$ cat src/rtl/tdm_demux.sv
// TDM demultiplexer: N slots of W bits per frame, sof-aligned, lock FSM.
// Define TDM_DEMUX_STRICT_SOF_EN to demand sof on every slot-0 beat.
module tdm_demux #(
  parameter int N = 4,
  parameter int W = 8
) (
  input  logic                 clk,
  input  logic                 rst_n,
  input  logic [W-1:0]         din,
  input  logic                 din_valid,
  input  logic                 sof,
  output logic [N*W-1:0]       ch_data,
  output logic                 frame_valid,
  output logic [$clog2(N)-1:0] slot,
  output logic                 locked,
  output logic                 sync_err
);

  localparam int SW = $clog2(N);
  localparam logic [SW-1:0] LAST = SW'(N - 1);

  typedef enum logic {HUNT, RECV} state_t;

  state_t         state, state_n;
  logic [SW-1:0]  slot_n;
  logic [W-1:0]   shadow   [N-1];
  logic [W-1:0]   shadow_n [N-1];
  logic [N*W-1:0] ch_n;
  logic           fv_n, se_n;

  always_ff @(posedge clk or negedge rst_n) begin
    if (!rst_n) begin
      state       <= HUNT;
      slot        <= '0;
      ch_data     <= '0;
      frame_valid <= 1'b0;
      sync_err    <= 1'b0;
      for (int k = 0; k < N - 1; k++)
        shadow[k] <= '0;
    end else begin
      state       <= state_n;
      slot        <= slot_n;
      ch_data     <= ch_n;
      frame_valid <= fv_n;
      sync_err    <= se_n;
      shadow      <= shadow_n;
    end
  end

  always_comb begin
    state_n  = state;
    slot_n   = slot;
    shadow_n = shadow;
    ch_n     = ch_data;
    fv_n     = 1'b0;
    se_n     = 1'b0;
    if (din_valid) begin
      unique case (state)
        HUNT: begin
          if (sof) begin
            shadow_n[0] = din;
            slot_n      = SW'(1);
            state_n     = RECV;
          end
        end
        RECV: begin
          unique case (1'b1)
            (sof && slot != '0): begin
              // early sof: drop partial frame, resync here
              se_n        = 1'b1;
              shadow_n[0] = din;
              slot_n      = SW'(1);
            end
            (slot == '0): begin
`ifdef TDM_DEMUX_STRICT_SOF_EN
              if (sof) begin
                shadow_n[0] = din;
                slot_n      = SW'(1);
              end else begin
                se_n    = 1'b1;
                slot_n  = '0;
                state_n = HUNT;
              end
`else
              shadow_n[0] = din;
              slot_n      = SW'(1);
`endif
            end
            (slot == LAST): begin
              for (int k = 0; k < N - 1; k++)
                ch_n[k*W +: W] = shadow[k];
              ch_n[(N-1)*W +: W] = din;
              fv_n   = 1'b1;
              slot_n = '0;
            end
            default: begin
              shadow_n[slot] = din;
              slot_n         = slot + SW'(1);
            end
          endcase
        end
        default: state_n = HUNT;
      endcase
    end
  end

  assign locked = (state == RECV);

endmodule

$ cat config.mk
export PLATFORM = sky130hd
export DESIGN_NAME = tdm_demux
export DESIGN_NICKNAME = d
export VERILOG_FILES = /design/src/rtl/tdm_demux.sv
export SDC_FILE = /design/constraint.sdc
export NUM_CORES = 1
export LEC_CHECK = 0
export ABC_CLOCK_PERIOD_IN_PS = 1900
export CAP_MARGIN = 20
export CORE_UTILIZATION = 50
export DETAILED_ROUTE_END_ITERATION = 12
export PLACE_DENSITY = 0.8
export SYNTH_ARGS = -nofsm -noshare
export SYNTH_HDL_FRONTEND = slang
export SYNTH_SLANG_ARGS = --single-unit
$ cat constraint.sdc
create_clock -name clk -period 1.9 [get_ports clk]
set_input_delay 0.285 -clock clk [delete_from_list [all_inputs] [get_ports clk]]
set_output_delay 0.285 -clock clk [all_outputs]
set_load 0.005 [all_outputs]
* Word-level counts from Yosys, hierarchy flattened
Cells that the tools add are included.
** Cells by class
- Add/subtract/negate cells :: 1
- Multiply operators :: 0
- Div/mod/pow operators :: 0
- Magnitude comparators :: 2
- Eq/ne operators :: 3
- Shift-type cells :: 0
- Mux-type cells :: 17
- Bitwise logic cells :: 3
- Reduce and logical (&&, ||, !) cells :: 10
** Operator list (number)
- 8-bit one-hot mux with 2 select lines :: 2
- 24-bit bitwise mux :: 1
- 8-bit demux with 2-bit select :: 1
- 8-bit two-way mux :: 2
- 3-bit AND reduction :: 3
- 1-bit two-way mux :: 8
- 2-bit one-hot mux with 2 select lines :: 2
- 2-bit != test (second input constant) :: 2
- 3-bit greater-or-equal comparator (second input constant) :: 1
- 3-bit by 1-bit less-than comparator with 1-bit output (second input constant) :: 1
- 2-bit inverter with 3-bit output :: 1
- 3-bit OR reduction :: 1
- 2-bit by 1-bit adder with 2-bit output (second input constant) :: 1
- 2-bit equality test (second input constant) :: 1
- 1-bit logical AND :: 2
- 2-bit logical NOT :: 1
- 2-bit two-way mux :: 1
- 1-bit inverter :: 2
- 2-bit AND reduction :: 1
- 2-bit nonzero test :: 1
- 2-bit OR reduction :: 1
** Storage, ports and cells
- Register bits :: 61
- Latch bits :: 0
- Memory bits (writable) :: 0
- ROM bits :: 0
- Bits of input ports :: 12
- Output and inout port bits :: 37
- Logic and storage cells :: 44
- Memories kept :: 0

* Logic depth before layout (Yosys ltp)
- Depth after elaboration :: 8
- Gate-level depth with buffers :: 6
- Depth with buffers taken out :: 5

* Worst setup path before layout
Ideal clock, no wire load.
- Path type :: register to register
- Start :: register slot[0]
- End :: register shadow[2] in the netlist's numbering
- Library setup time :: 0.128 ns
- Data arrival time :: 1.477 ns
- Required time :: 1.772 ns
- Slack :: 0.295 ns
- Cell stages (with the launch flop) :: 5
- Path buffers :: 0
- Period minus slack after synthesis :: 1.605 ns
- Cells stage by stage :: dfrtp_1 ha_1 nor2_1 nand3_4 mux2_1
** Between the ends
- Cells in the longest elaborated chain, start to end :: 6
- Elaborated cells on any way between the ends :: 14
- Classes of those cells :: order compare: 2; eq/ne: 1; mux: 3; bitwise: 2; reduce/logical: 6
** RTL lines
- start: declaration :: line 14 : output logic [$clog2(N)-1:0] slot,
- start signal: assignment :: line 42 : slot <= slot_n;
- 2-bit inverter with 3-bit output (not written as such) :: line 97 : shadow_n[slot] = din;
- 3-bit greater-or-equal comparator (not written as such) or 3-bit by 1-bit less-than comparator with 1-bit output (tied branches) :: line 97
- 1-bit logical AND (not written as such) :: line 97
- 8-bit two-way mux (not written as such) :: line 97
- 8-bit demux with 2-bit select :: line 97
- 24-bit bitwise mux :: line 97
- end signal: assignment :: line 46 : shadow <= shadow_n;
- end: declaration :: line 26 : logic [W-1:0] shadow [N-1];
Several ways; a longest one is shown, not always the timed one.
A chain may end at the register's enable or synchronous reset.

* Final worst setup path
Same ends and word-level chain as after synthesis.

==> summary.md <==
| Metric | Value |
|---|---|
| DR DRC count | `5` |
| Core Util, Final | `a little over two thirds` |
| Maximum clock path buffer count | `2` |
| Fill count | `roughly 280` |
| Starting density of the core | `between 50% and 60%` |
| Fin cells | `around 260` |
| Met1 Use GR | `between 20 and 30%` |
| Die width | `~70 um` |
| Crit path cell chain | `ha_1, nor2_1, nand3_4, mux2_1` |
| Ys Warns | `0` |
| Syn_nets | `approximately 160` |
| N_diodes | `0` |
| Final Setup Violations | `0` |
| Synthesized area | `approximately 2400 sq um` |
| Busiest grt layer | `met2` |
| Max-cap violations | `0` |
| Most frequent cell after synthesis | `dfrtp_1` |
| Clk slew on worst S/H paths | `0.06 ns` |
| IO buf count | `48` |
| Post-DP HPWL | `around 2800 um` |
| Netlist cell types | `20` |
| H-tree depth | `3` |
| Measured slew at the worst slew-check pin | `roughly 0.45 ns` |
| WP data required | `2.11 ns` |
| Largest net degree at the start of global routing | `62` |
| Pleak | `between 0.001 and 0.0015 uW` |
| Vias in the first global route | `approximately 1.5k` |
| Yosys reg bits | `61` |
| Critical path endpoint category | `flop` |
| Arr. time, crit path | `1.98 ns` |
| Layout Area Growth over Synthesis | `30.78%` |
| Post-Syn Instances | `around 150` |
| Cell accounting for the most synthesized area | `dfrtp_1` |
| CTS Buf Count | `9` |
| P per Cell Area | `1539 nW/um^2` |
| Critical path's slowest cell | `dfrtp_1` |
| FP Rows | `24` |
| Drt initial violations | `97` |
| Max Fanout on Critical Path | `8` |
| Layout cell share with drive strength beyond 1 | `between 30% and 40%` |
| Top cells by count, synth | `dfrtp_1 (61), mux2_2 (52), ha_1 (4), inv_1 (4)` |
| Die area | `5078 sq um` |
| Placed insts | `around 240` |
| VDD IR-drop max | `just under 0.0008 V` |
| DRT Wirelength | `about 4300 um` |
| Initial antenna violation count | `0` |
| Final worst path period share | `between 90 and 100%` |
| Overall Global Routing Usage | `19.83%` |
| Synth area leaders | `dfrtp_1 (64%), mux2_2 (24%), ha_1 (2.1%), mux2_4 (1.9%), nand3_4 (1.5%)` |
| Post-synth EDFFs | `0` |
| Final min period | `around 1.8 ns` |
| Routed vias/inst | `5.324` |
| Mean Syn Cell Area | `16.54 sq um` |
| Main synth FF type | `dfrtp_1` |
| Setup tns final | `0 ns` |
| Vias post-DR | `~1.4k` |
| Worst path max stage delay | `about 0.44 ns` |
| Startpoint Class | `flop` |
| Slew headroom | `70.07%` |
| Total Power | `approximately 4800 uW` |
| Met2 Use GR | `a little under a third` |
| Boundary Pins | `49` |
| Hold WC Path Type | `primary input to async pin` |
| RSZ-0062 raised after global routing | `no` |
| Setup bufs post-CTS | `0` |
| Die Ht | `71.26 um` |
| Pre-antenna DRT Iters | `8` |
| Sequential cell area fraction in the yosys report | `63.64%` |
| WL per Instance | `roughly 16 um` |
| Setup Skew | `~0.0040 ns` |
| Post-synth ARST share | `100.0%` |
| Core Footprint | `about 4500 sq um` |
| First-pass GRT wire length | `7341 um` |
| Status | `finished, violations left` |
| Final slew viol count | `0` |
| Root buffer cell | `clkbuf_8` |
| Post-DRT Antenna Nets | `0` |
| Kind of critical path | `flop to flop` |
| Failing checks | `design-rule violations` |
| Fin. Hold Viols | `0` |
| Final GP Congestion | `approximately 0.76` |
| CTS tree | `yes` |
| Synth top area share | `a little under two thirds` |
| Final #Nets | `between 200 and 250` |
| Met3 Use GR | `approximately 4.9%` |
| CTS sink cnt | `between 60 and 70` |
| Total congestion overflow | `0` |
| Fmax | `565.0 MHz` |
| Clk_lat worst skew | `between 0.3 and 0.4 ns` |
where the power goes:
group | leakage [uW] | switching [uW] | total (uW) | internal (uW)
Combinational | 0.000579 | 486 | 1640 | 1150
Clock | 0.0000881 | 458 | 983 | 525
Sequential | 0.000750 | 311 | 2200 | 1890
Total | 0.00142 | 1260 | 4830 | 3570
path summary, 6_finish.rpt:
kind | start | endpoint | slack (ns) | depth (start not counted)
setup / recovery | slot[0]$_DFFE_PN0P_ | shadow[2]$_DFFE_PN0P_ | 0.13 | 4
hold / removal | rst_n | sync_err$_DFF_PN0_ | 0.49 | 3
setup reg to reg | slot[0]$_DFFE_PN0P_ | shadow[2]$_DFFE_PN0P_ | 0.13 | 4
hold reg to reg | ch_data[13]$_DFFE_PN0P_ | ch_data[13]$_DFFE_PN0P_ | 0.50 | 1
max in group asynchronous | rst_n | ch_data[3]$_DFFE_PN0P_ | 1.17 | 3
min in group clk | ch_data[13]$_DFFE_PN0P_ | ch_data[13]$_DFFE_PN0P_ | 0.50 | 1
routing by layer:
layer  routed length [um]  vias up
met5                    0        -
li1                     -      620
met3                  231       11
met1                 1863      696
met4                  100        0
met2                 2077       52
state kept, by name, summed over array words and instances (netlist names):
register	cells
locked	1
sync_err	1
shadow	24
frame_valid	1
slot	2
ch_data	32
metrics by stage:
step           hold WS [ns]  setup WS (ns)  cell area [sq um]
2_1_floorplan      -0.01059         0.2949               2399
3_3_place_gp         0.3053         0.1224               2960
3_5_place_dp         0.3132        0.04315               2960
4_1_cts              0.5003        0.06698               3136
5_1_grt              0.5180        0.05519               3137
6_report             0.4922         0.1302               3137
area by class of cell:
class,instances,area [sq um],share of cell area [%]
flip-flops and latches,61,1526,48.66
multi-input cells,75,824.5,26.29
repair buffers,53,540.5,17.23
clock buffers,12,155.1,4.946
well taps,52,65.06,2.074
inverters,4,15.01,0.4787
clock inverters,2,10.01,0.3191
cells in the final DEF, fill, tap and decap left out, types with 2 or more instances in the layout:
cell	n
nor2_1	2
ha_1	4
nand3_4	2
buf_4	2
o21ai_0	3
dfrtp_1	61
clkdlybuf4s50_1	47
inv_1	4
mux2_4	3
mux2_2	52
clkinv_2	2
clkbuf_8	11
buf_12	2
what timing repair did:
item | in CTS | in global routing
resized for setup | 0 | 1
setup endpoints to repair | 0 | 1
endpoints found under the hold margin | 61 | 0
hold buffers | 1 | 0
cells by family after synthesis:
kind of cell / after synthesis / synth area share [%]
flops: 61 / 63.64
mux: 56 / 26.76
buf+inv: 9 / 2.034
compound gates: 8 / 2.869
simple gates: 7 / 2.608
fa+ha+maj: 4 / 2.087
critical path, delay by kind of cell (launching register included):
kind,cells,cell delay [ns]
flip-flops,1,0.44
multiplexers,1,0.35
AND/OR/NAND/NOR,2,0.58
adder cells (fa/ha/maj),1,0.29
(Power assumes the default switching activity.)
